<file path="src/rtl/arithm_pkg.sv">
// Shared arithmetic helpers for elaboration-time sizing.
package arithm_pkg;

  // Smallest r such that 2**r >= n (returns 0 for n <= 1).
  function automatic int unsigned log2ceil(input int unsigned n);
    int unsigned r;
    r = 0;
    while ((64'd1 << r) < 64'(n)) begin
      r = r + 1;
    end
    return r;
  endfunction

endpackage

</file>
<file path="src/rtl/stream_downsizer.sv">
// Splits each IN_WIDTH upstream word into RATIO OUT_WIDTH beats, ready/valid on both sides.
// A new word is taken in the same cycle the last beat of the previous one drains.
module stream_downsizer
  import arithm_pkg::*;
#(
  parameter int unsigned IN_WIDTH  = 32,
  parameter int unsigned OUT_WIDTH = 8,
  parameter bit          MSB_FIRST = 1'b0
) (
  input  logic                 clk_i,
  input  logic                 rst_i,
  input  logic                 s_valid_i,
  input  logic [IN_WIDTH-1:0]  s_data_i,
  output logic                 s_ready_o,
  output logic                 m_valid_o,
  output logic [OUT_WIDTH-1:0] m_data_o,
  output logic                 m_last_o,
  input  logic                 m_ready_i
);

  localparam int unsigned RATIO  = IN_WIDTH / OUT_WIDTH;
  localparam int unsigned BEAT_W = log2ceil(RATIO);
  localparam logic [BEAT_W-1:0] LAST_BEAT = BEAT_W'(RATIO - 1);

  if ((IN_WIDTH % OUT_WIDTH) != 0 || RATIO < 2) begin : g_bad_ratio
    $error("stream_downsizer: IN_WIDTH must be an integer multiple (>= 2) of OUT_WIDTH");
  end

  typedef enum logic {
    EMPTY = 1'b0,
    BUSY  = 1'b1
  } state_t;

  state_t              state;
  logic [IN_WIDTH-1:0] word;
  logic [BEAT_W-1:0]   beat;
  logic [BEAT_W-1:0]   sel;
  logic                full;
  logic                at_last;

  assign full    = (state == BUSY);
  assign at_last = (beat == LAST_BEAT);

  // Ready also opens on the draining last beat so words stream without a bubble.
  assign s_ready_o = !rst_i && (!full || (m_ready_i && at_last));
  assign m_valid_o = full;
  assign m_last_o  = full && at_last;

  assign sel = MSB_FIRST ? (LAST_BEAT - beat) : beat;

  always_comb begin
    m_data_o = '0;
    if (full) begin
      m_data_o = word[32'(sel) * OUT_WIDTH +: OUT_WIDTH];
    end
  end

  always_ff @(posedge clk_i or posedge rst_i) begin
    if (rst_i) begin
      state <= EMPTY;
      word  <= '0;
      beat  <= '0;
    end else begin
      case (state)
        EMPTY: begin
          if (s_valid_i) begin
            word  <= s_data_i;
            beat  <= '0;
            state <= BUSY;
          end
        end
        BUSY: begin
          if (m_ready_i) begin
            if (!at_last) begin
              beat <= beat + BEAT_W'(1);
            end else begin
              beat <= '0;
              if (s_valid_i) begin
                word <= s_data_i;
              end else begin
                state <= EMPTY;
              end
            end
          end
        end
        default: state <= EMPTY;
      endcase
    end
  end

endmodule

</file>
<file path="config.mk">
export PLATFORM = sky130hd
export DESIGN_NAME = stream_downsizer
export DESIGN_NICKNAME = d
export VERILOG_FILES = /design/src/rtl/arithm_pkg.sv /design/src/rtl/stream_downsizer.sv
export SDC_FILE = /design/constraint.sdc
export NUM_CORES = 1
export LEC_CHECK = 0
export BUFFER_PORTS_ARGS = -buffer_cell sky130_fd_sc_hd__buf_2
export CORE_MARGIN = 4
export CORE_UTILIZATION = 30
export DETAILED_ROUTE_END_ITERATION = 10
export GPL_ROUTABILITY_DRIVEN = 0
export RECOVER_POWER = 50
export SLEW_MARGIN = 5
export SYNTH_ARGS = -nofsm -noshare
export SYNTH_HDL_FRONTEND = slang
export SYNTH_SLANG_ARGS = --single-unit
</file>
<file path="constraint.sdc">
create_clock -name clk_i -period 1.6 [get_ports clk_i]
set_input_delay 0.16 -clock clk_i [delete_from_list [all_inputs] [get_ports clk_i]]
set_output_delay 0.16 -clock clk_i [all_outputs]
set_load 0.05 [all_outputs]
</file>
Word level (Yosys, flattened, before mapping)
Index checks and enable logic that the tools add are counted.

Add/subtract/negate cells: 1. Equal/unequal tests: 4. Shifts and indexed selects: 1. Multiplexer cells: 13. Bitwise logic cells: 1. Reductions and logical operators: 8.

Operators by type and width (number): $mux W32 (3); $pmux W32 S2 (1); $shiftx A32 B6 Y8 (1); $mux W8 (1); $mux W2 (3); $ne A2 B2 Y1 const B (2); $pmux W2 S2 (1); $reduce_and A2 Y1 (2); $logic_and A1 B1 Y1 (3); $mux W1 (3); $add A2 B1 Y2 const B (1); $eq A2 B2 Y1 const B (1); $logic_not A1 Y1 (2); $ne A2 B1 Y1 const B (1); $pmux W1 S2 (1); $logic_or A1 B1 Y1 (1); $not A1 Y1 (1).

Bits in registers: 35. Input bits: 36. Word-level logic and storage cells: 31.

Logic depth before layout (Yosys ltp)
Depth after elaboration: 4. Gate-level depth with buffers: 5. Gate-level depth less buffers: 3.

Least setup slack after synthesis
No wires, ideal clock.

Path kind: reg2out. Start point: register state (netlist: m_valid_o). End point: output m_data_o[0]. Arrival time: 1.885 ns. Data required time: 1.440 ns. Setup slack: -0.445 ns. Stages on the path, launching flop included: 5. Path buffers: 2. Cell sequence: dfrtp_1 > buf_2 > nand2b_1 > buf_1 > o22ai_1.

Cells in the longest elaborated chain, start to end: 1.

RTL lines: from (decl) (line stream_downsizer.sv:34) `state_t state;`; from (signal assigned) (line stream_downsizer.sv:60) `state <= EMPTY;`; from (signal assigned) (line stream_downsizer.sv:69) `state <= BUSY;`; from (signal assigned) (line stream_downsizer.sv:81) `state <= EMPTY;`; $mux W8 (line stream_downsizer.sv:53) `if (full) begin`; to (decl) (line stream_downsizer.sv:16) `output logic [OUT_WIDTH-1:0] m_data_o,`.

No other way between the ends.

Worst setup path after layout
Start point: register beat[0]. End point: output m_data_o[5].

Cells in the longest elaborated chain, start to end: 2.

RTL lines: from (decl) (line stream_downsizer.sv:36) `logic [BEAT_W-1:0] beat;`; from (signal assigned) (line stream_downsizer.sv:75) `beat <= beat + BEAT_W'(1);`; $shiftx A32 B6 Y8 (line stream_downsizer.sv:54) `m_data_o = word[32'(sel) * OUT_WIDTH +: OUT_WIDTH];`; $mux W8 (line stream_downsizer.sv:53).

No other way between the ends.

==> impl_metrics.prom <==
# TYPE chip_impl_metric gauge
chip_impl_info{name="run_status",value="complete, but fails checks"} 1
chip_impl_info{name="failed_checks",value="negative setup slack"} 1
chip_impl_metric{name="reg2regPathDepth",unit=""} 5
chip_impl_metric{name="critPathMaxFanout",unit=""} 8
chip_impl_info{name="worst-setup-path-type",value="flip-flop to output port"} 1
chip_impl_metric{name="drv_cap",unit=""} 0
chip_impl_metric{name="numPortBuffers",unit=""} 46
chip_impl_metric{name="cts.reportedPaths.clkPinSlew",unit="ps"} 70
chip_impl_metric{name="postRouteAntennaNets",unit=""} 0
chip_impl_info{name="path_delay_family",value="flip-flops"} 1
chip_impl_metric{name="dieHeight",unit="µm"} 91.23
chip_impl_metric{name="mappedNetlistNets",unit=""} 227
chip_impl_metric{name="gr-total-overflow",unit=""} 0
chip_impl_metric{name="synthesis.instances",unit=""} 189
chip_impl_metric{name="route.detailed.wl_per_inst",unit="µm"} 15.64
chip_impl_metric{name="yosys.cell_types.count",unit=""} 22
chip_impl_metric{name="cts_max_level",unit=""} 2
chip_impl_metric{name="grt_max_degree",unit=""} 36
chip_impl_metric{name="final.min_clock_period",unit="ps"} 1678
chip_impl_metric{name="syn-mean-instance-area",unit="µm²"} 11.00
chip_impl_metric{name="remaining_drc_errors",unit=""} 0
chip_impl_metric{name="synthArstFlopShare",unit=""} 1.000
chip_impl_metric{name="grt.met2_usage",unit=""} 0.1974
chip_impl_metric{name="yosys_warnings",unit=""} 0
chip_impl_metric{name="worst_hold_slack",unit="ps"} 138.3
chip_impl_metric{name="dieArea",unit="mm²"} 0.008323
chip_impl_metric{name="synth_enable_flop_cells",unit=""} 0
chip_impl_info{name="rsz0062_at_grt",value="yes"} 1
chip_impl_metric{name="core_util_final",unit=""} 0.4272
chip_impl_info{name="synth.cells.most_frequent",value="sky130_fd_sc_hd__dfrtp_1, sky130_fd_sc_hd__nand2_1, sky130_fd_sc_hd__inv_1"} 1
chip_impl_metric{name="layout_worst_path_cycle_share",unit=""} 1.049
chip_impl_info{name="worst_setup_path_end_kind",value="output port"} 1
chip_impl_metric{name="groute.usage.overall",unit=""} 0.1235
chip_impl_metric{name="vias",unit=""} 1539
chip_impl_metric{name="cts_buffer_depth",unit=""} 2
chip_impl_metric{name="synth.yosys.seq_area_share",unit=""} 0.4214
chip_impl_metric{name="grt_antenna_before_repair",unit=""} 0
chip_impl_metric{name="max_freq",unit="MHz"} 595.8
chip_impl_info{name="synth_largest_area_cell",value="sky130_fd_sc_hd__dfrtp_1"} 1
chip_impl_info{name="synthFlopType",value="sky130_fd_sc_hd__dfrtp_1"} 1
chip_impl_metric{name="layoutNonFillerInstCount",unit=""} 317
chip_impl_metric{name="vdd.ir_drop.worst",unit="mV"} 0.5932
chip_impl_metric{name="mappedNetlistArea",unit="mm²"} 0.002078
chip_impl_metric{name="ys_ff_latch",unit=""} 35
chip_impl_metric{name="clock_latency_reported_for_the_late_side_of_the_worst_skew_pair",unit="ps"} 280
chip_impl_metric{name="fin_area",unit="mm²"} 0.002887
chip_impl_metric{name="floorplan.rows",unit=""} 30
chip_impl_metric{name="actual_slew_at_the_worst_max_slew_pin",unit="ps"} 885.4
chip_impl_info{name="synth.most_common_cell",value="sky130_fd_sc_hd__dfrtp_1"} 1
chip_impl_metric{name="top_ports",unit=""} 47
chip_impl_metric{name="cp.buffers_inverters",unit=""} 2
chip_impl_metric{name="die-width",unit="µm"} 91.23
chip_impl_info{name="slowest_stage",value="sky130_fd_sc_hd__dfrtp_2"} 1
chip_impl_metric{name="drt_first_iter_violations",unit=""} 75
chip_impl_info{name="timing.hold.worst.class",value="primary input to asynchronous set/reset pin"} 1
chip_impl_metric{name="hold_violation_total_from_the_final_report",unit=""} 0
chip_impl_metric{name="totalWireLength",unit="µm"} 4959
chip_impl_metric{name="worst-endpoint-arrival",unit="ps"} 1520
chip_impl_info{name="tritoncts_clock_tree",value="yes"} 1
chip_impl_info{name="grt.busiest_layer",value="met2"} 1
chip_impl_metric{name="drt_pass1_iterations",unit=""} 4
chip_impl_info{name="crit_chain",value="clkbuf_16, mux2i_2, o22ai_4, buf_6"} 1
chip_impl_metric{name="post_route_cells_drive_above_1_share",unit=""} 0.5359
chip_impl_info{name="cts-root-buf",value="sky130_fd_sc_hd__clkbuf_8"} 1
chip_impl_metric{name="finalNetCount",unit=""} 274
chip_impl_metric{name="postLayoutSetupSlackWorst",unit="ps"} -78.31
chip_impl_metric{name="area_grow_syn2layout",unit="%"} 38.89
chip_impl_metric{name="antenna-diode-count",unit=""} 0
chip_impl_metric{name="cellPowerDensity",unit="mW/mm²"} 2297
chip_impl_metric{name="global_route_wire_length_before_repair",unit="µm"} 8224
chip_impl_metric{name="start_util",unit=""} 0.3076
chip_impl_metric{name="cp.depth",unit=""} 4
chip_impl_metric{name="number_of_placed_instances_with_taps_included",unit=""} 307
chip_impl_info{name="timing.critical_path.from_type",value="flip-flop"} 1
chip_impl_metric{name="grtUsageMet1",unit=""} 0.1662
chip_impl_metric{name="total_setup_violations_reported_at_the_end_of_the_flow",unit=""} 32
chip_impl_metric{name="timing.reg2reg.setup_slack",unit="ps"} -40
chip_impl_metric{name="use_met3",unit=""} 0.02817
chip_impl_metric{name="cts-buffers-inserted",unit=""} 5
chip_impl_metric{name="cp_required",unit="ps"} 1440
chip_impl_metric{name="drt-vias-per-instance",unit=""} 4.855
chip_impl_metric{name="share_of_the_synthesized_area_in_the_top_cell_type",unit=""} 0.4214
chip_impl_metric{name="tritoncts_num_sinks",unit=""} 35
chip_impl_metric{name="dpl-instance-area",unit="mm²"} 0.002551
chip_impl_info{name="ys_top_cells_by_area",value="sky130_fd_sc_hd__dfrtp_1, sky130_fd_sc_hd__o32ai_2, sky130_fd_sc_hd__mux2i_1"} 1
chip_impl_metric{name="via_count_of_the_first_global_routing_pass",unit=""} 1650
chip_impl_metric{name="slew_headroom",unit=""} 0.4097
chip_impl_metric{name="total_leakage_power",unit="nW"} 1.261
chip_impl_metric{name="slew_viol_final",unit=""} 0
chip_impl_metric{name="place.detailed.hpwl",unit="µm"} 3314
chip_impl_metric{name="core-area",unit="mm²"} 0.006756
chip_impl_metric{name="finalClockSkew",unit="ps"} 8.191
chip_impl_metric{name="slowest_delay",unit="ps"} 440
-- report_power, final --
part           internal, mW  leakage (nW)  switching (mW)  total (mW)
clock network         0.305        0.0422           0.306       0.611
logic                  2.16         0.796            2.13        4.29
registers              1.32         0.423           0.407        1.73
-- worst paths after layout --
check	from	end
max in group asynchronous	rst_i	beat[0]
max reg2reg	beat[0]	word[18]
min reg2reg	word[15]	word[15]
min in group clk_i	s_data_i[29]	word[29]
max	beat[0]	m_data_o[5]
min	rst_i	word[25]
-- per-stage QoR --
| step | TNS (ps) | power, mW | setup slack, ps |
|---|---|---|---|
| 2_1_floorplan | 0 | 4.463 | 42.18 |
| 3_3_place_gp | 0 | 5.118 | 142.6 |
| 3_5_place_dp | 0 | 5.165 | 92.44 |
| 4_1_cts | -417.8 | 6.244 | -65.24 |
| 5_1_grt | -2797 | 6.983 | -110.5 |
| 6_report | -792.4 | 6.629 | -78.31 |
-- per-layer routing --
layer | up-vias | routed length (µm)
met5 | - | 0
met4 | 0 | 70
met3 | 5 | 138
met2 | 31 | 2343
met1 | 740 | 2407
li1 | 763 | -
-- worst reg2reg max path: cells and delay by family, from the launching register on --
family | cells | cell delay [ps]
simple gates | 1 | 220
compound gates | 1 | 270
fa+ha+maj | 1 | 240
buf+inv | 2 | 350
flops | 1 | 460
-- layout make-up --
cell class / count / area [µm²]
fillers: 661 / 3870
multi-input cells: 103 / 1247
flip-flops and latches: 35 / 878.3
repair buffers: 58 / 455.4
inverters: 33 / 123.9
well taps: 80 / 100.1
clock buffers: 7 / 76.32
clock inverters: 1 / 5.005
-- registers in the layout, summed over array words and instances (netlist names) --
| name | cells |
|---|---|
| beat | 2 |
| word | 32 |
| m_valid_o | 1 |
-- what timing repair did --
item / 4_1_cts / 5_1_grt
resized for setup: 27 / 23
cloned: 0 / 1
endpoints found under the setup margin: 8 / 24
pin swaps: 0 / 5
hold endpoints to repair: 0 / 0
hold buffers: 0 / 0
setup buffers: 1 / 0
-- cell usage in the layout (no fill, tap or decap) --
cell type / synthesis / final
sky130_fd_sc_hd__buf_2: 4 / 35
sky130_fd_sc_hd__inv_1: 33 / 33
sky130_fd_sc_hd__nand2_1: 34 / 33
sky130_fd_sc_hd__dfrtp_1: 35 / 33
sky130_fd_sc_hd__o32ai_2: 30 / 31
sky130_fd_sc_hd__mux2i_4: 0 / 9
sky130_fd_sc_hd__buf_6: 5 / 9
sky130_fd_sc_hd__o22ai_4: 0 / 8
sky130_fd_sc_hd__mux2i_2: 0 / 7
sky130_fd_sc_hd__buf_4: 5 / 6
sky130_fd_sc_hd__clkbuf_8: 0 / 5
sky130_fd_sc_hd__buf_12: 0 / 5
sky130_fd_sc_hd__clkbuf_1: 3 / 3
sky130_fd_sc_hd__a32o_1: 2 / 2
sky130_fd_sc_hd__ha_1: 2 / 2
sky130_fd_sc_hd__dfrtp_2: 0 / 2
sky130_fd_sc_hd__and3_2: 0 / 1
sky130_fd_sc_hd__nor2b_4: 0 / 1
sky130_fd_sc_hd__a21boi_4: 0 / 1
sky130_fd_sc_hd__mux2i_1: 17 / 1
sky130_fd_sc_hd__nor2_1: 1 / 1
sky130_fd_sc_hd__o32ai_4: 0 / 1
sky130_fd_sc_hd__nand2b_1: 1 / 1
sky130_fd_sc_hd__nand2_2: 0 / 1
sky130_fd_sc_hd__and2_1: 1 / 1
sky130_fd_sc_hd__a21oi_2: 0 / 1
sky130_fd_sc_hd__or2_2: 1 / 1
sky130_fd_sc_hd__clkinv_2: 0 / 1
sky130_fd_sc_hd__clkbuf_16: 0 / 1
sky130_fd_sc_hd__clkbuf_2: 0 / 1
-- kinds of logic (layout without fill, tap and decap cells) --
| family | Yosys count | after routing | share of synthesized area |
|---|---|---|---|
| adders and majority gates | 2 | 2 | 0.01204 |
| DFF | 35 | 35 | 0.4214 |
| AOI/OAI and AO/OA | 44 | 44 | 0.2848 |
| muxes | 17 | 17 | 0.08188 |
| buffers and inverters | 51 | 99 | 0.1216 |
| and+or+nand+nor | 40 | 40 | 0.07827 |
Power figures use the tool's default switching activity.
